===== src/rtl/mcp_pkg.sv =====
// Shared encodings for the multicycle MIPS main control sequencer.
// MCP_BNE_EN: when defined, bne (000101) is a legal branch on ~Zero.
package mcp_pkg;

  localparam logic [3:0] S_FETCH   = 4'd0;
  localparam logic [3:0] S_DECODE  = 4'd1;
  localparam logic [3:0] S_MEMADR  = 4'd2;
  localparam logic [3:0] S_MEMRD   = 4'd3;
  localparam logic [3:0] S_MEMWB   = 4'd4;
  localparam logic [3:0] S_MEMWR   = 4'd5;
  localparam logic [3:0] S_EXECUTE = 4'd6;
  localparam logic [3:0] S_ALUWB   = 4'd7;
  localparam logic [3:0] S_BRANCH  = 4'd8;
  localparam logic [3:0] S_ADDIEX  = 4'd9;
  localparam logic [3:0] S_ADDIWB  = 4'd10;
  localparam logic [3:0] S_JUMP    = 4'd11;

  localparam logic [5:0] OP_RTYPE = 6'b000000;
  localparam logic [5:0] OP_LW    = 6'b100011;
  localparam logic [5:0] OP_SW    = 6'b101011;
  localparam logic [5:0] OP_BEQ   = 6'b000100;
  localparam logic [5:0] OP_BNE   = 6'b000101;
  localparam logic [5:0] OP_ADDI  = 6'b001000;
  localparam logic [5:0] OP_J     = 6'b000010;

  localparam logic [1:0] ALUOP_ADD   = 2'b00;
  localparam logic [1:0] ALUOP_SUB   = 2'b01;
  localparam logic [1:0] ALUOP_FUNCT = 2'b10;

  localparam logic [1:0] SRCB_B     = 2'b00;
  localparam logic [1:0] SRCB_FOUR  = 2'b01;
  localparam logic [1:0] SRCB_IMM   = 2'b10;
  localparam logic [1:0] SRCB_IMMSH = 2'b11;

  localparam logic [1:0] PCSRC_ALU    = 2'b00;
  localparam logic [1:0] PCSRC_ALUOUT = 2'b01;
  localparam logic [1:0] PCSRC_JUMP   = 2'b10;

  typedef struct packed {
    logic       iord;
    logic       memwrite;
    logic       irwrite;
    logic       regdst;
    logic       memtoreg;
    logic       regwrite;
    logic       alusrca;
    logic [1:0] alusrcb;
    logic [1:0] aluop;
    logic [1:0] pcsrc;
    logic       pcwrite;
    logic       branch;
  } ctrl_t;

  // Opcodes that DECODE dispatches; everything else is an illegal NOP.
  function automatic logic op_legal(input logic [5:0] op);
    logic ok;
    ok = (op == OP_RTYPE) || (op == OP_LW) || (op == OP_SW) ||
         (op == OP_BEQ) || (op == OP_ADDI) || (op == OP_J);
`ifdef MCP_BNE_EN
    ok = ok || (op == OP_BNE);
`endif
    return ok;
  endfunction

endpackage


===== src/rtl/mcp_ctrl_outdec.sv =====
// State to control-word decoder for the multicycle MIPS sequencer.
// Purely combinational; unused encodings decode to all-zero.
module mcp_ctrl_outdec
  import mcp_pkg::*;
#(
  parameter int STATE_W = 4
) (
  input  logic [STATE_W-1:0] state_i,
  output ctrl_t              ctrl_o
);

  // Moore output table: one control word per state.
  always_comb begin
    ctrl_o = '0;
    case (state_i)
      S_FETCH: begin
        ctrl_o.irwrite = 1'b1;
        ctrl_o.alusrcb = SRCB_FOUR;
        ctrl_o.pcwrite = 1'b1;
      end
      S_DECODE: begin
        ctrl_o.alusrcb = SRCB_IMMSH;
      end
      S_MEMADR, S_ADDIEX: begin
        ctrl_o.alusrca = 1'b1;
        ctrl_o.alusrcb = SRCB_IMM;
      end
      S_MEMRD: begin
        ctrl_o.iord = 1'b1;
      end
      S_MEMWB: begin
        ctrl_o.regwrite = 1'b1;
        ctrl_o.memtoreg = 1'b1;
      end
      S_MEMWR: begin
        ctrl_o.iord     = 1'b1;
        ctrl_o.memwrite = 1'b1;
      end
      S_EXECUTE: begin
        ctrl_o.alusrca = 1'b1;
        ctrl_o.aluop   = ALUOP_FUNCT;
      end
      S_ALUWB: begin
        ctrl_o.regdst   = 1'b1;
        ctrl_o.regwrite = 1'b1;
      end
      S_ADDIWB: begin
        ctrl_o.regwrite = 1'b1;
      end
      S_BRANCH: begin
        ctrl_o.alusrca = 1'b1;
        ctrl_o.aluop   = ALUOP_SUB;
        ctrl_o.pcsrc   = PCSRC_ALUOUT;
        ctrl_o.branch  = 1'b1;
      end
      S_JUMP: begin
        ctrl_o.pcsrc   = PCSRC_JUMP;
        ctrl_o.pcwrite = 1'b1;
      end
      default: ctrl_o = '0;
    endcase
  end

endmodule


===== src/rtl/mcp_main_ctrl.sv =====
// Main control FSM of the multicycle MIPS core (Moore, sync reset).
// MCP_BNE_EN: when defined, bne branches through BRANCH on ~Zero.
module mcp_main_ctrl
  import mcp_pkg::*;
#(
  parameter int STATE_W = 4
) (
  input  logic               CLK,
  input  logic               RST,
  input  logic [5:0]         Opcode,
  input  logic               Zero,
  output logic               IorD,
  output logic               MemWrite,
  output logic               IRWrite,
  output logic               RegDst,
  output logic               MemtoReg,
  output logic               RegWrite,
  output logic               ALUSrcA,
  output logic [1:0]         ALUSrcB,
  output logic [1:0]         ALUOp,
  output logic [1:0]         PCSrc,
  output logic               PCEn,
  output logic               IllegalOp,
  output logic [STATE_W-1:0] STATE
);

  logic [STATE_W-1:0] state_q;
  ctrl_t              ctrl;
  logic               run;
  logic               br_cond;

  // State register and transitions; Opcode is read in DECODE/MEMADR only.
  always_ff @(posedge CLK) begin
    if (RST) begin
      state_q <= S_FETCH;
    end else begin
      case (state_q)
        S_FETCH:   state_q <= S_DECODE;
        S_DECODE: begin
          if (Opcode == OP_LW || Opcode == OP_SW)
            state_q <= S_MEMADR;
          else if (Opcode == OP_RTYPE)
            state_q <= S_EXECUTE;
          else if (Opcode == OP_BEQ)
            state_q <= S_BRANCH;
`ifdef MCP_BNE_EN
          else if (Opcode == OP_BNE)
            state_q <= S_BRANCH;
`endif
          else if (Opcode == OP_ADDI)
            state_q <= S_ADDIEX;
          else if (Opcode == OP_J)
            state_q <= S_JUMP;
          else
            state_q <= S_FETCH;
        end
        S_MEMADR:
          state_q <= (Opcode == OP_LW) ? S_MEMRD : S_MEMWR;
        S_MEMRD:   state_q <= S_MEMWB;
        S_EXECUTE: state_q <= S_ALUWB;
        S_ADDIEX:  state_q <= S_ADDIWB;
        default:   state_q <= S_FETCH;
      endcase
    end
  end

  mcp_ctrl_outdec #(
    .STATE_W (STATE_W)
  ) u_outdec (
    .state_i (state_q),
    .ctrl_o  (ctrl)
  );

  // Branch condition: Zero for beq, inverted for bne when enabled.
  always_comb begin
`ifdef MCP_BNE_EN
    br_cond = (Opcode == OP_BNE) ? ~Zero : Zero;
`else
    br_cond = Zero;
`endif
  end

  // Reset forces every output low so no partial write can occur.
  assign run       = ~RST;
  assign IorD      = run & ctrl.iord;
  assign MemWrite  = run & ctrl.memwrite;
  assign IRWrite   = run & ctrl.irwrite;
  assign RegDst    = run & ctrl.regdst;
  assign MemtoReg  = run & ctrl.memtoreg;
  assign RegWrite  = run & ctrl.regwrite;
  assign ALUSrcA   = run & ctrl.alusrca;
  assign ALUSrcB   = {2{run}} & ctrl.alusrcb;
  assign ALUOp     = {2{run}} & ctrl.aluop;
  assign PCSrc     = {2{run}} & ctrl.pcsrc;
  assign PCEn      = run & (ctrl.pcwrite | (ctrl.branch & br_cond));
  assign IllegalOp = run & (state_q == S_DECODE) & ~op_legal(Opcode);
  assign STATE     = {STATE_W{run}} & state_q;

endmodule


===== config.mk =====
export PLATFORM = sky130hd
export DESIGN_NAME = mcp_main_ctrl
export DESIGN_NICKNAME = d
export VERILOG_FILES = /design/src/rtl/mcp_pkg.sv /design/src/rtl/mcp_ctrl_outdec.sv /design/src/rtl/mcp_main_ctrl.sv
export SDC_FILE = /design/constraint.sdc
export NUM_CORES = 1
export LEC_CHECK = 0
export CAP_MARGIN = 20
export CORE_ASPECT_RATIO = 0.9
export CORE_MARGIN = 8
export CORE_UTILIZATION = 33
export DETAILED_ROUTE_END_ITERATION = 12
export GPL_ROUTABILITY_DRIVEN = 0
export GPL_TIMING_DRIVEN = 0
export PLACE_DENSITY = 0.81
export SYNTH_ARGS = -nofsm -noshare
export SYNTH_HDL_FRONTEND = slang
export SYNTH_SLANG_ARGS = --single-unit

===== constraint.sdc =====
create_clock -name CLK -period 1.4 [get_ports CLK]
set_input_delay 0.28 -clock CLK [delete_from_list [all_inputs] [get_ports CLK]]
set_output_delay 0.28 -clock CLK [all_outputs]
set_load 0.01 [all_outputs]

==> impl_metrics.toml, run 1 <==
[setup_path]
rr_worst_depth = 5
start_to_end_type_of_the_worst_setup_path = "register to primary output"
endpoint_kind = "primary output"
critical_path_startpoint_category = "register"
path_max_fanout = 4
critPathRequiredTime_ns = 1.12
arrival_ns = 1.51

[global_route]
globalRouteOverflowTotal = 0
grt_util_met1_pct = 14.92
grt.busiest_layer = "met2"
met3_usage_pct = 3.155
grt_usage_pct = 13.96
antenna_found_initial = 0
wire_length_of_the_first_global_routing_pass_um = 3387
met2_track_usage_gr_pct = 26.01
maximum_number_of_pins_on_one_net_before_global_route_repair = 11
first_global_vias = 761

[route]
mean_routed_wirelength_per_cell_um = 19.61
drt.antenna.violating_nets = 0
drcViolationCount = 0
route.vias.total = 899
drt_pre_antenna_iters = 4
via_per_inst = 5.914
drtIter0Drc = 41
detail_route.wirelength_um = 2980

[clock_tree]
cts.hold.buffers_added = 0
clk_transition_reported_paths_ns = 0.04
clkSinkCount = 4
ctsHtreeMaxLevel = 1
cts.path.max_buffers = 2
cts_tree = "built"
clock_latency_ns = 0.24
cts-buffers-inserted = 3
root_buffer_cell = "clkbuf_4"

[die]
placementRows = 13
die_width_um = 56.28
placeableCoreArea_um2 = 1399
io-pin-count = 28
dieHeight_um = 52.25
initial_utilization_pct = 34.44
die-area_um2 = 2940

[place]
place_inst = 120
dp_worst_setup_slack_ns = -0.8996
port_bufs = 27
post-dp-hpwl_um = 1303

[yosys]
yosysWarningCount = 0
post_synth_inst_count = 78
syn_nets = 87
ranking_of_synthesized_cells_by_area = "dfxtp_1 (17%), nor2_1 (15%), nor3_1 (6.2%)"
unique_cell_type_count_in_the_yosys_netlist = 26
synth_top_cell_area_share_pct = 16.62
postSynthRegisterBits = 4
cell_type_contributing_the_most_total_cell_area_after_synthesis = "dfxtp_1"
avg_synthesized_cell_area_um2 = 6.176
post_syn_area_um2 = 481.7
synth-seq-area-share_pct = 16.62

[power]
total_leakage_power_nw = 0.5264
power.density_cell_area_nw_per_um2 = 424.8
finalPower_uw = 506.0
max-vdd-ir-drop_v = 0.0005279

[timing]
finalCritPeriodShare_pct = 127.6
timing.max_slew.rel_slack_pct = 80.27
layout_setup_ws_ns = -0.3870
report.final.hold_viol_count = 0
fin_skew_ns = 0.001515
finalSetupViolCount = 20
final-max-slew-violation-count = 0
period_minus_slack_ns = 1.787
worst_slew_pin_slew_ns = 0.2959
setup_repair_after_global_routing_missed_its_margin = "true"
maxClockFrequency_mhz = 559.6
timing.setup.tns_ns = -3.992

[min_path]
hold_depth = 4
timing.hold.worst.class = "input port to register"

[cells_and_area]
largest_register_ffs = 4
post_route_cells_drive_above_1_share_pct = 74.45
antenna-diode-count = 0
finish.cell_count_without_fillers = 152
registers.top_by_ff_count = "state_q"
growth_of_design_area_from_synthesis_to_finish_pct = 147.3
reg_top3 = "state_q: 4 flops"
nets_final = 148
final_util_pct = 85.15

[run_status]
run_status = "finished, violations left"
violations = "setup timing"

[run]
maxCapViolCount = 0
==> power by group <==
group	internal [mW]	leakage (nW)	switching (mW)	total, mW
clock network	0.0966	0.0138	0.0572	0.154
logic	0.119	0.477	0.112	0.232
registers	0.115	0.0352	0.00594	0.121
total	0.330	0.526	0.176	0.506
==> layout make-up <==
| cell class | count | area [µm²] |
|---|---|---|
| clock buffers | 3 | 22.52 |
| plain buffers | 4 | 48.80 |
| fillers | 75 | 207.7 |
| well taps | 15 | 18.77 |
| inverters | 3 | 16.27 |
| multi-input cells | 66 | 556.8 |
| repair buffers | 57 | 435.4 |
| flip-flops and latches | 4 | 92.59 |
==> layer usage <==
| metal | routed length (µm) | vias up |
|---|---|---|
| met5 | 0 | - |
| met4 | 199 | 0 |
| met3 | 197 | 23 |
| met2 | 1425 | 71 |
| met1 | 1158 | 414 |
| li1 | - | 391 |
==> final timing paths <==
check / endpoint / slack [ns] / startpoint
worst max-delay path: ALUSrcA / -0.39 / state_q[3]
worst min-delay path: state_q[2] / 0.44 / Opcode[5]
worst max register to register: state_q[2] / -0.01 / state_q[0]
worst min register to register: state_q[2] / 0.65 / state_q[2]
==> critical path, cell delays in order, from the launching register on <==
cell and delay, ns:
dfxtp_2 0.33, buf_8 0.12, buf_4 0.12, buf_6 0.12, nor2_4 0.10, buf_4 0.12, nor2_1 0.05, nor2_1 0.15
buf_2 0.16
==> cells in the mapped netlist <==
master     instances
dfxtp_1            4
nand2b_1           4
a21oi_2            1
nor2_1            19
nand2_1            3
or2_4              1
or3_1              3
nor4_1             1
a31oi_1            2
nor3_1             6
o211ai_1           1
clkbuf_1           4
a211oi_1           2
o2111ai_2          1
buf_2              1
o21bai_1           1
nand3_1            3
nor4b_1            1
nor2b_1            4
o21ai_0            4
and3_1             1
or4_4              1
xor2_1             2
inv_1              3
a21oi_1            4
a2111oi_0          1
==> per-stage QoR <==
| step | hold WS, ns | cell area, µm² |
|---|---|---|
| after global routing | 0.4675 | 1191 |
| after detailed placement | 0.7343 | 795.8 |
| after CTS | 0.5172 | 970.9 |
| after global placement | 0.7088 | 795.8 |
| after floorplan | 0.3697 | 506.7 |
| final | 0.4389 | 1191 |
==> cells by family (layout without fill, tap and decap cells) <==
logic type | after synthesis | count (layout) | share of synthesized area, %
compound gates | 17 | 17 | 23.90
buf+inv | 8 | 67 | 6.491
simple gates | 47 | 47 | 49.35
flops | 4 | 4 | 16.62
xor+xnor | 2 | 2 | 3.637
==> placed cells by master (no fill, tap or decap), types with 2 or more instances in the layout <==
cell,instances
clkbuf_2,6
buf_6,14
nor2b_1,3
dfxtp_4,3
buf_2,15
xor2_2,2
nor3_2,4
inv_2,2
a211oi_2,2
clkbuf_4,3
nor2_2,6
clkdlybuf4s15_1,2
a21oi_1,4
nor2_1,11
or3_4,2
nand2_1,2
a31oi_1,2
o21ai_0,2
buf_4,20
nor2_4,2
nor3_1,2
nand3_2,2
nand2b_4,4
buf_8,2
==> timing repair <==
item	in CTS	in global routing
resized for setup	107	60
setup buffers	16	17
pin swaps	9	23
setup endpoints to repair	23	20
cloned	0	0
Power figures use the tool's default switching activity.
==> run 2: changes to the inputs <==
Settings changed: CTS_BUF_LIST set to sky130_fd_sc_hd__clkbuf_8 sky130_fd_sc_hd__clkbuf_16.
==> impl_metrics.toml, run 2 (same netlist as run 1, synthesis figures left out) <==
[run_status]
run_status = "finished, violations left"
violations = "setup timing"

[min_path]
timing.hold.worst.class = "input port to register"
hold_path.startpoint = "RST"

[route]
drtIter0Drc = 23
drt_pre_antenna_iters = 4
drt.antenna.violating_nets = 0
mean_routed_wirelength_per_cell_um = 18.84
via_per_inst = 5.674
drcViolationCount = 0
detail_route.wirelength_um = 2713
route.vias.total = 817

[clock_tree]
clkSinkCount = 4
clock_latency_ns = 0.22
clk_transition_reported_paths_ns = 0.03
cts.hold.buffers_added = 0
root_buffer_cell = "clkbuf_8"
cts.path.max_buffers = 2
cts-buffers-inserted = 3
cts_tree = "built"
ctsHtreeMaxLevel = 1

[global_route]
globalRouteOverflowTotal = 0
grt_usage_pct = 16.04
maximum_number_of_pins_on_one_net_before_global_route_repair = 11
antenna_found_initial = 0
first_global_vias = 843
wire_length_of_the_first_global_routing_pass_um = 3864

[place]
dp_worst_setup_slack_ns = -0.8996
port_bufs = 27
placement.cell_area_um2 = 795.8
post-dp-hpwl_um = 1303

[cells_and_area]
mostFrequentLayoutCell = "buf_2"
final_cell_area_um2 = 1114
antenna-diode-count = 0
largest_register_ffs = 4
post_route_cells_drive_above_1_share_pct = 68.22
registers.top_by_ff_count = "state_q"
growth_of_design_area_from_synthesis_to_finish_pct = 131.2
final_cell_mix = "buf_2 (17), buf_4 (16), nor2_1 (12)"
reg_top3 = "state_q: 4 flops"
final_util_pct = 79.61
fillers = 101
nets_final = 140

[setup_path]
endpoint_kind = "primary output"
critical_path_startpoint_category = "register"
cp_max_delay_cell = "or3_4"
worst_setup_path_startpoint = "state_q[3]"
path_max_fanout = 5
critPathRequiredTime_ns = 1.12
worstPathCellList = "buf_8 -> or3_4 -> nor4b_4 -> buf_2"
critical_path.max_stage_delay_ns = 0.38
worst_r2r_startpoint = "state_q[0]"
start_to_end_type_of_the_worst_setup_path = "register to primary output"
arrival_ns = 1.42

[timing]
timing.setup.tns_ns = -2.727
maxClockFrequency_mhz = 589.2
timing.max_slew.rel_slack_pct = 78.75
layout_setup_ws_ns = -0.2973
finalCritPeriodShare_pct = 121.2
setup_repair_after_global_routing_missed_its_margin = "true"
fin_skew_ns = 0.002981
report.final.hold_viol_count = 0
worst_slew_pin_slew_ns = 0.3180
period_minus_slack_ns = 1.697
final-max-slew-violation-count = 0
finalSetupViolCount = 16

[run]
maxCapViolCount = 0

[power]
max-vdd-ir-drop_v = 0.0002924
total_leakage_power_nw = 0.5006
power_frac_comb_pct = 33.3
seq_power_share_pct = 21.7
power.switching_uw = 176.9
clock_power_share_pct = 45.0
p_sw_share_pct = 31.06
internal-power_uw = 392.8
power.density_cell_area_nw_per_um2 = 511.6

[die]
initial_utilization_pct = 34.44
die_width_um = 56.28
placeableCoreArea_um2 = 1399
io-pin-count = 28
die-area_um2 = 2940
dieHeight_um = 52.25
placementRows = 13
run 2: routing by layer:
| metal | routed length [µm] | track usage, % | vias to the layer above |
|---|---|---|---|
| met5 | 0 | 0 | - |
| met4 | 84 | 9.600 | 0 |
| met3 | 220 | 4.369 | 8 |
| met2 | 1286 | 26.57 | 56 |
| met1 | 1122 | 18.28 | 378 |
| li1 | - | - | 375 |
run 2: what timing repair did:
action / 4_1_cts / 5_1_grt
resized for setup: 127 / 31
gates cloned: 0 / 0
setup buffers: 17 / 6
endpoints found under the setup margin: 23 / 20
pin swaps: 12 / 13
run 2: worst paths after layout:
kind / to / slack, ns / cells after the start
max: IllegalOp / -0.30 / 4
min: state_q[3] / 0.46 / 2
max reg2reg: state_q[2] / 0.02 / 4
min reg2reg: state_q[2] / 0.70 / 4
run 2: power by group through the flow:
stage                     combinational (mW)  sequential, mW  clock, mW
after floorplan                       0.0688           0.124          0
after global placement                 0.134           0.126          0
after detailed placement               0.137           0.127          0
after CTS                              0.164           0.122      0.244
after global routing                   0.201           0.124      0.266
final                                  0.190           0.124      0.256
run 2: cell type report:
class                           count  area [µm²]  area share (%)
Buffer                              4       58.81           5.281
Clock buffer                        3       41.29           3.708
Inverter                            3       11.26           1.011
Multi-Input combinational cell     66       536.8           48.20
Sequential cell                     4       90.09           8.090
Tap cell                           15       18.77           1.685
Timing Repair Buffer               49       356.6           32.02
run 2: through the flow:
stage | power [mW] | std cells | hold WS (ns)
detailed placement | 0.2636 | 120 | 0.7343
global placement | 0.2607 | 120 | 0.7088
global route | 0.5905 | 144 | 0.4587
floorplan | 0.1932 | 78 | 0.3697
finish | 0.5697 | 144 | 0.4570
CTS | 0.5310 | 139 | 0.4474
run 2: worst max-delay path, delay by kind of cell, from the launching register on:
| family | cells | cell delay (ns) |
|---|---|---|
| buf+inv | 2 | 0.29 |
| simple gates | 2 | 0.58 |
| flops | 1 | 0.33 |
